**config.mk**
```make
export PLATFORM = sky130hd
export DESIGN_NAME = dmem_rmw_port
export DESIGN_NICKNAME = d
export VERILOG_FILES = /design/src/rtl/dmem_rmw_port_pkg.sv /design/src/rtl/dmem_rmw_port_lane_align.sv /design/src/rtl/dmem_rmw_port.sv
export SDC_FILE = /design/constraint.sdc
export NUM_CORES = 1
export LEC_CHECK = 0
export ABC_AREA = 0
export CAP_MARGIN = 20
export CORE_MARGIN = 10
export CORE_UTILIZATION = 37
export DETAILED_ROUTE_END_ITERATION = 16
export PLACE_DENSITY = 0.79
export RECOVER_POWER = 100
export SLEW_MARGIN = 40
export SYNTH_ARGS = -nofsm -noshare
export SYNTH_HDL_FRONTEND = slang
export SYNTH_SLANG_ARGS = --single-unit
```
**constraint.sdc**
```tcl
create_clock -name clk -period 1.9 [get_ports clk]
set_clock_uncertainty 0.15 [all_clocks]
set_input_delay 0.19 -clock clk [delete_from_list [all_inputs] [get_ports clk]]
set_output_delay 0.19 -clock clk [all_outputs]
set_load 0.02 [all_outputs]
```
**src/rtl/dmem_rmw_port_pkg.sv**
```systemverilog
// Shared funct3 codes, FSM state encoding and the request legality rule
// for the RV32I data-memory load/store front-end.
package dmem_rmw_port_pkg;

  localparam logic [2:0] F3_B  = 3'd0;
  localparam logic [2:0] F3_H  = 3'd1;
  localparam logic [2:0] F3_W  = 3'd2;
  localparam logic [2:0] F3_BU = 3'd4;
  localparam logic [2:0] F3_HU = 3'd5;

  typedef enum logic [2:0] {
    S_IDLE = 3'd0,
    S_RD   = 3'd1,
    S_MRG  = 3'd2,
    S_WR   = 3'd3,
    S_ERR  = 3'd4
  } state_e;

  // Stores only allow B/H/W; loads add BU/HU. H needs even, W word alignment.
  function automatic logic req_legal(input logic we, input logic [2:0] f3,
                                     input logic [1:0] a);
    logic ok;
    ok = 1'b0;
    case (f3)
      F3_B:    ok = 1'b1;
      F3_BU:   ok = !we;
      F3_H:    ok = !a[0];
      F3_HU:   ok = !we && !a[0];
      F3_W:    ok = (a == 2'b00);
      default: ok = 1'b0;
    endcase
    return ok;
  endfunction

endpackage

```
**src/rtl/dmem_rmw_port_lane_align.sv**
```systemverilog
// Lane logic: extract + sign/zero extend the addressed lane for loads, and
// merge store data into the addressed lane of the old word for SB/SH.
module dmem_lane_align
  import dmem_rmw_port_pkg::*;
(
  input  logic [2:0]  funct3_i,
  input  logic [1:0]  addr_lo_i,
  input  logic [31:0] word_i,
  input  logic [31:0] wdata_i,
  output logic [31:0] load_o,
  output logic [31:0] merge_o
);

  logic [7:0]  byte_v;
  logic [15:0] half_v;

  always_comb begin
    byte_v = 8'h00;
    case (addr_lo_i)
      2'd0: byte_v = word_i[7:0];
      2'd1: byte_v = word_i[15:8];
      2'd2: byte_v = word_i[23:16];
      2'd3: byte_v = word_i[31:24];
      default: byte_v = 8'h00;
    endcase
    half_v = addr_lo_i[1] ? word_i[31:16] : word_i[15:0];
  end

  always_comb begin
    load_o = word_i;
    case (funct3_i)
      F3_B:    load_o = {{24{byte_v[7]}}, byte_v};
      F3_BU:   load_o = {24'h000000, byte_v};
      F3_H:    load_o = {{16{half_v[15]}}, half_v};
      F3_HU:   load_o = {16'h0000, half_v};
      default: load_o = word_i;
    endcase
  end

  // Only the addressed lane changes; the rest of the old word passes through.
  always_comb begin
    merge_o = word_i;
    case (funct3_i)
      F3_B: begin
        case (addr_lo_i)
          2'd0: merge_o[7:0]   = wdata_i[7:0];
          2'd1: merge_o[15:8]  = wdata_i[7:0];
          2'd2: merge_o[23:16] = wdata_i[7:0];
          2'd3: merge_o[31:24] = wdata_i[7:0];
          default: merge_o = word_i;
        endcase
      end
      F3_H: begin
        if (addr_lo_i[1]) merge_o[31:16] = wdata_i[15:0];
        else              merge_o[15:0]  = wdata_i[15:0];
      end
      default: merge_o = wdata_i;
    endcase
  end

endmodule

```
**src/rtl/dmem_rmw_port.sv**
```systemverilog
// Load/store front-end for a single-port synchronous word BRAM: sub-word
// stores become read-modify-write, loads are lane-extracted and extended.
module dmem_rmw_port
  import dmem_rmw_port_pkg::*;
#(
  parameter int DEPTH_LOG = 8,
  parameter int DEPTH     = 256
) (
  input  logic                 clk,
  input  logic                 resetb,
  input  logic                 req_valid,
  output logic                 req_ready,
  input  logic                 req_we,
  input  logic [2:0]           req_funct3,
  input  logic [31:0]          req_addr,
  input  logic [31:0]          req_wdata,
  output logic                 rsp_valid,
  output logic                 rsp_err,
  output logic [31:0]          rsp_rdata,
  output logic [DEPTH_LOG-1:0] mem_addr,
  output logic                 mem_en,
  output logic [31:0]          mem_di,
  input  logic [31:0]          mem_do,
  output state_e               dbg_state
);

  if (DEPTH != (1 << DEPTH_LOG)) begin : g_bad_depth
    $error("DEPTH must equal 2**DEPTH_LOG");
  end

  // Handshake: a request transfers on a posedge where req_valid & req_ready;
  // req_ready is a register that is high only while idle. rsp_valid is a
  // single-cycle pulse with no back-pressure.

  state_e                state_q, state_d;
  logic                  ready_q, ready_d;
  logic                  we_q;
  logic [2:0]            f3_q;
  logic [DEPTH_LOG+1:0]  addr_q;
  logic [31:0]           wdata_q;
  logic                  accept;
  logic [31:0]           load_data;
  logic [31:0]           merge_data;
  logic                  unused_addr_hi;

  // Upper address bits wrap modulo DEPTH words and are deliberately dropped.
  assign unused_addr_hi = ^req_addr[31:DEPTH_LOG+2];

  assign accept    = req_valid && ready_q;
  assign req_ready = ready_q;
  assign dbg_state = state_q;

  always_comb begin
    state_d = state_q;
    case (state_q)
      S_IDLE: begin
        if (accept) begin
          if (!req_legal(req_we, req_funct3, req_addr[1:0])) state_d = S_ERR;
          else if (req_we && req_funct3 == F3_W)             state_d = S_WR;
          else                                                state_d = S_RD;
        end
      end
      S_RD:    state_d = S_MRG;
      S_MRG:   state_d = S_IDLE;
      S_WR:    state_d = S_IDLE;
      S_ERR:   state_d = S_IDLE;
      default: state_d = S_IDLE;
    endcase
    ready_d = (state_d == S_IDLE);
  end

  always_ff @(posedge clk or negedge resetb) begin
    if (!resetb) begin
      state_q <= S_IDLE;
      ready_q <= 1'b0;
      we_q    <= 1'b0;
      f3_q    <= 3'd0;
      addr_q  <= '0;
      wdata_q <= 32'h0;
    end else begin
      state_q <= state_d;
      ready_q <= ready_d;
      if (accept) begin
        we_q    <= req_we;
        f3_q    <= req_funct3;
        addr_q  <= req_addr[DEPTH_LOG+1:0];
        wdata_q <= req_wdata;
      end
    end
  end

  dmem_lane_align u_align (
    .funct3_i  (f3_q),
    .addr_lo_i (addr_q[1:0]),
    .word_i    (mem_do),
    .wdata_i   (wdata_q),
    .load_o    (load_data),
    .merge_o   (merge_data)
  );

  always_comb begin
    mem_addr  = addr_q[DEPTH_LOG+1:2];
    mem_en    = 1'b0;
    mem_di    = 32'h0;
    rsp_valid = 1'b0;
    rsp_err   = 1'b0;
    rsp_rdata = 32'h0;
    case (state_q)
      S_ERR: begin
        rsp_valid = 1'b1;
        rsp_err   = 1'b1;
      end
      S_WR: begin
        mem_en    = 1'b1;
        mem_di    = wdata_q;
        rsp_valid = 1'b1;
      end
      S_MRG: begin
        rsp_valid = 1'b1;
        if (we_q) begin
          mem_en = 1'b1;
          mem_di = merge_data;
        end else begin
          rsp_rdata = load_data;
        end
      end
      default: ;
    endcase
  end

endmodule

```
Word level (Yosys, flattened, before mapping)
Cells that the tools add are included.
{"block": "op_classes", "add_sub_neg": 0, "div": 0, "n_bitwise": 0, "n_mux": 25, "magnitude_cmp": 0, "reduce_logical": 12, "n_eq_ne": 14, "n_mul": 0, "shift": 0}
{"op": "$pmux 32 s2", "count": 2}
{"op": "$pmux 32 s4", "count": 1}
{"op": "$mux 32", "count": 3}
{"op": "$mux 16", "count": 3}
{"op": "$mux 8", "count": 4}
{"op": "$pmux 8 s4", "count": 1}
{"op": "$eq 3x3->1 const B", "count": 5}
{"op": "$logic_not 3->1", "count": 4}
{"op": "$eq 3x1->1 const B", "count": 3}
{"op": "$eq 3x2->1 const B", "count": 3}
{"op": "$mux 3", "count": 2}
{"op": "$pmux 3 s2", "count": 1}
{"op": "$mux 1", "count": 5}
{"op": "$pmux 1 s5", "count": 1}
{"op": "$eq 2x2->1 const B", "count": 2}
{"op": "$logic_not 2->1", "count": 2}
{"op": "$logic_and 1x1->1", "count": 3}
{"op": "$reduce_or 3->1", "count": 1}
{"op": "$eq 2x1->1 const B", "count": 1}
{"op": "$logic_not 1->1", "count": 2}
{"op": "$mux 2", "count": 1}
{"op": "$pmux 1 s2", "count": 1}
{"block": "totals", "rom_bits": 0, "elab_cells": 57, "out_inout_bits": 79, "latch_bits": 0, "in_bits": 103, "regBits": 50, "memories": 0, "ram_bits": 0}

Logic depth before layout (Yosys ltp)
{"block": "depth", "word_depth": 9, "depth_mapped": 6, "depth_no_buf": 4}

By module
A second synthesis with hierarchy kept.
{"block": "hier_totals", "hier_cells": 406, "hier_area_um2": 3895.0}
{"module": "dmem_rmw_port", "instances": 1, "area_per_inst_um2": 2562.5, "seq_area_each_um2": 1251.2, "cells_per_inst": 207}
{"module": "dmem_lane_align", "instances": 1, "area_per_inst_um2": 1332.5, "seq_area_each_um2": 0.0, "cells_per_inst": 199}

Worst setup path before layout
Ideal clock, no wire load.
{"block": "synth_timing", "path_type": "flip-flop to output port", "start": "reg state_q[2] (netlist: dbg_state[2])", "end": "out mem_di[10]", "path_slack_ns": -0.519, "path_buffers": 0, "path_stages_with_launch": 5, "arrival_time_ns": 2.079, "t_required_ns": 1.560, "path_cell_list": "dfrtp_1 > nand2b_1 > nor2_1 > o21ai_0 > a311oi_1"}
{"block": "synth_between", "elab_chain_cells": 2, "word_cells_on_any_way": 3, "cone_classes": "eq/ne: 2; mux: 1"}
{"element": "from (decl)", "line": "dmem_rmw_port.sv:35", "source": "state_e state_q, state_d;"}
{"element": "from (signal assigned)", "line": "dmem_rmw_port.sv:81", "source": "state_q <= state_d;"}
{"element": "$eq 3x2->1", "line": "dmem_rmw_port.sv:108", "source": "case (state_q)"}
{"element": "$pmux 32 s2 *", "line": "dmem_rmw_port.sv:108"}
{"element": "to (decl)", "line": "dmem_rmw_port.sv:22", "source": "output logic [31:0] mem_di,"}
Every way passes the cells marked *; elsewhere a longest branch is shown, timed or not.

Final worst setup path
Same ends and word-level chain as after synthesis.

==> run metrics <==
status=complete, but fails checks; failing checks=negative setup slack; Synth area leaders=dfrtp_1, mux2_2, nand2_1; most frequent cells in the layout=buf_4, clkdlybuf4s50_1, buf_6; Post-Synthesis Cells=between 300 and 400; vias in the first global route=approximately 4800; Placer Congestion=approximately 0.95; clock tree buffer depth=2; Final #Nets=approximately 770; final worst path period share=127%; register area share after synthesis=approximately 34%; FF-to-FF path depth=3; hpwl dp=13300 um; Post-DP Area=about 6400 um2; Hold Crit Start=req_wdata[6]; first-pass GRT wire length=around 27000 um; Setup crit end kind=output pin; Die Area=around 14000 um2; Die Span Y=about 120 um; Lkg Pwr=between 0.003 and 0.004 uW; clock net sink count=50; power per standard cell area=~800 nW/um2; Max Freq=0.414 GHz; # Max-Cap Violations=0; syn_nets=around 500; Initial Utilization=37.8%; most common cell after layout, fill and taps aside=buf_4; initial antenna violation count=0; P_sw=between 2000 and 2500 uW; Hold Path Depth=3; drt first-iter violations=roughly 330; relative slew slack=between 20% and 30%; main flop type after synthesis=dfrtp_1; Max Fanout on Critical Path=7; cell area after layout=around 7400 um2; Logic pwr share=between 50% and 60%; post-synth top area cell=dfrtp_1; Final Max Slew Viols=0; DR vias=about 4600; num ports=about 180; largest net degree at the start of global routing=~50; RSZ-0062 raised after global routing=yes; Port-buffer cells=approximately 160; Final Non-Filler Cells=roughly 800; antenna-violating nets left=0; clock share of power=12.3%; maximum vdd drop=approximately 0.49 mV; Worst Setup Start Kind=flop; Final Util=76.4%; area delta synth->final=102%; Total GRT Usage=approximately a quarter; critical path class=flop to output pin; minimum clock period=~2400 ps; Post-synth EDFFs=0; core area=between 9000 and 10000 um2; clk root buf=clkbuf_8; layout cells sized above 1=55.5%; final setup vio count=between 60 and 70; r2r setup slk=about 160 ps; reg2reg end=wdata_q[14]; Seq pwr share=between 20% and 30%; final wirelength=roughly 18000 um; Internal=about 3300 uW; Yosys cell types=47; # H-tree levels=2; Final WS setup=-516 ps; Reg2Reg Launch Point=req_ready; Slew @ Worst Pin=between 1000 and 1500 ps; Final Hold Violating Endpoints=0; DR WL/cell=approximately 23 um; worst endpoint required time=approximately 1600 ps; Fill cells=~640; Die Width=~120 um; CTS tree=built; ANT cells=0; Crit path arrival time=between 2000 and 2500 ps; std cell rows=36; synth warn=0; drt first pass iters=5; switch share=42.9%; DRC Markers=0; asr flop ratio synth=100%; placed insts=around 760; Worst Hold Class=primary input to flop; GRT overflow=0; top cell type's share of synthesized area=around a third; hold endpoint=wdata_q[6]; #FFs+latches synth=50; DR vias/cell=between 5 and 6; insertion delay to the later sink of the worst-skew pair=a little over 300 ps; clock slew at reported path FFs=~100 ps; Avg Cell Area, Syn=just over 9 um2; worst hold slack=a little under 300 ps; CTS Buf Count=5; Post-Syn Area=around 3700 um2
==> per-stage QoR <==
| stage | setup slack [ps] | power (uW) | setup TNS (ps) |
|---|---|---|---|
| 3_5_place_dp | -787 | 4410 | -38700 |
| 2_1_floorplan | -179 | 3070 | -4980 |
| 4_1_cts | -488 | 5480 | -23580 |
| 5_1_grt | -587 | 6030 | -30350 |
| 6_report | -516 | 5770 | -26560 |
| 3_3_place_gp | -761 | 4330 | -37300 |
==> worst max-delay path, stage by stage (launching register included) <==
cell and delay [ps]:
dfrtp_2 430, nand2b_4 150, buf_6 130, nor4_4 190, buf_4 180, clkbuf_16 170
a21oi_4 60, a311oi_2 270, buf_4 190
==> how the worst max path moves through the flow <==
stage,startpoint,to,slack (ps),cells after the start
after floorplan,f3_q[1],mem_di[0],-180,6
after global placement,mem_do[15],rsp_rdata[12],-760,6
after detailed placement,mem_do[15],rsp_rdata[12],-790,6
after CTS,f3_q[2],mem_di[31],-490,6
after global routing,f3_q[2],mem_di[31],-590,6
final,dbg_state[2],mem_di[10],-520,8
==> what timing repair did <==
item | 4_1_cts | 5_1_grt
hold buffers | 1 | 0
cloned | 0 | 1
setup endpoints to repair | 67 | 66
gates resized for setup | 461 | 41
setup buffers | 14 | 15
pin swaps | 9 | 18
endpoints found under the hold margin | 50 | 0
==> flip-flops by register name (all words and copies together), names as in the netlist <==
| name | flops |
|---|---|
| wdata_q | 32 |
| addr_q | 10 |
| dbg_state | 3 |
| f3_q | 3 |
| req_ready | 1 |
| we_q | 1 |
==> layout make-up <==
| cell class | instances | area (um2) | share of cell area, % |
|---|---|---|---|
| multi-input cells | 298 | 3000 | 40.6 |
| repair buffers | 298 | 2830 | 38.2 |
| flip-flops and latches | 50 | 1260 | 17.0 |
| well taps | 133 | 166 | 2.25 |
| clock buffers | 6 | 82.6 | 1.12 |
| inverters | 11 | 46.3 | 0.626 |
| clock inverters | 2 | 16.3 | 0.220 |
==> power by group through the flow <==
stage	Combinational (uW)	Sequential (uW)	Clock, uW
floorplan	1510	1560	0
global placement	2760	1580	0
detailed placement	2810	1600	0
CTS	3150	1620	710
global route	3600	1670	759
finish	3420	1640	708
==> synth_stat cells, drive strengths merged, types with 6 or more instances <==
library cell,count
nand2,37
nor2,30
inv,10
a221oi,10
clkbuf,20
o22ai,9
buf,20
o211ai,8
a311oi,8
mux2i,10
o221ai,14
mux2,45
a21oi,15
o2bb2ai,15
a21o,17
a22o,8
nand3b,10
o22a,6
o21ai,26
dfrtp,50
==> kinds of logic after synthesis <==
logic type             synth area share [%]
AOI/OAI and AO/OA                      29.3
and+or+nand+nor                        13.3
muxes                                  16.6
buffers and inverters                  6.67
DFF                                    34.2
==> layer usage <==
metal | wire [um] | global-route usage, % | up-vias | share of wire, %
met4 | 292 | 5.35 | 0 | 1.6
met2 | 9560 | 43.0 | 214 | 52
met5 | 0 | 0 | - | 0
met3 | 1540 | 5.90 | 28 | 8.4
met1 | 6880 | 27.9 | 2286 | 38
li1 | - | - | 2053 | -
Power figures use the tool's default switching activity.
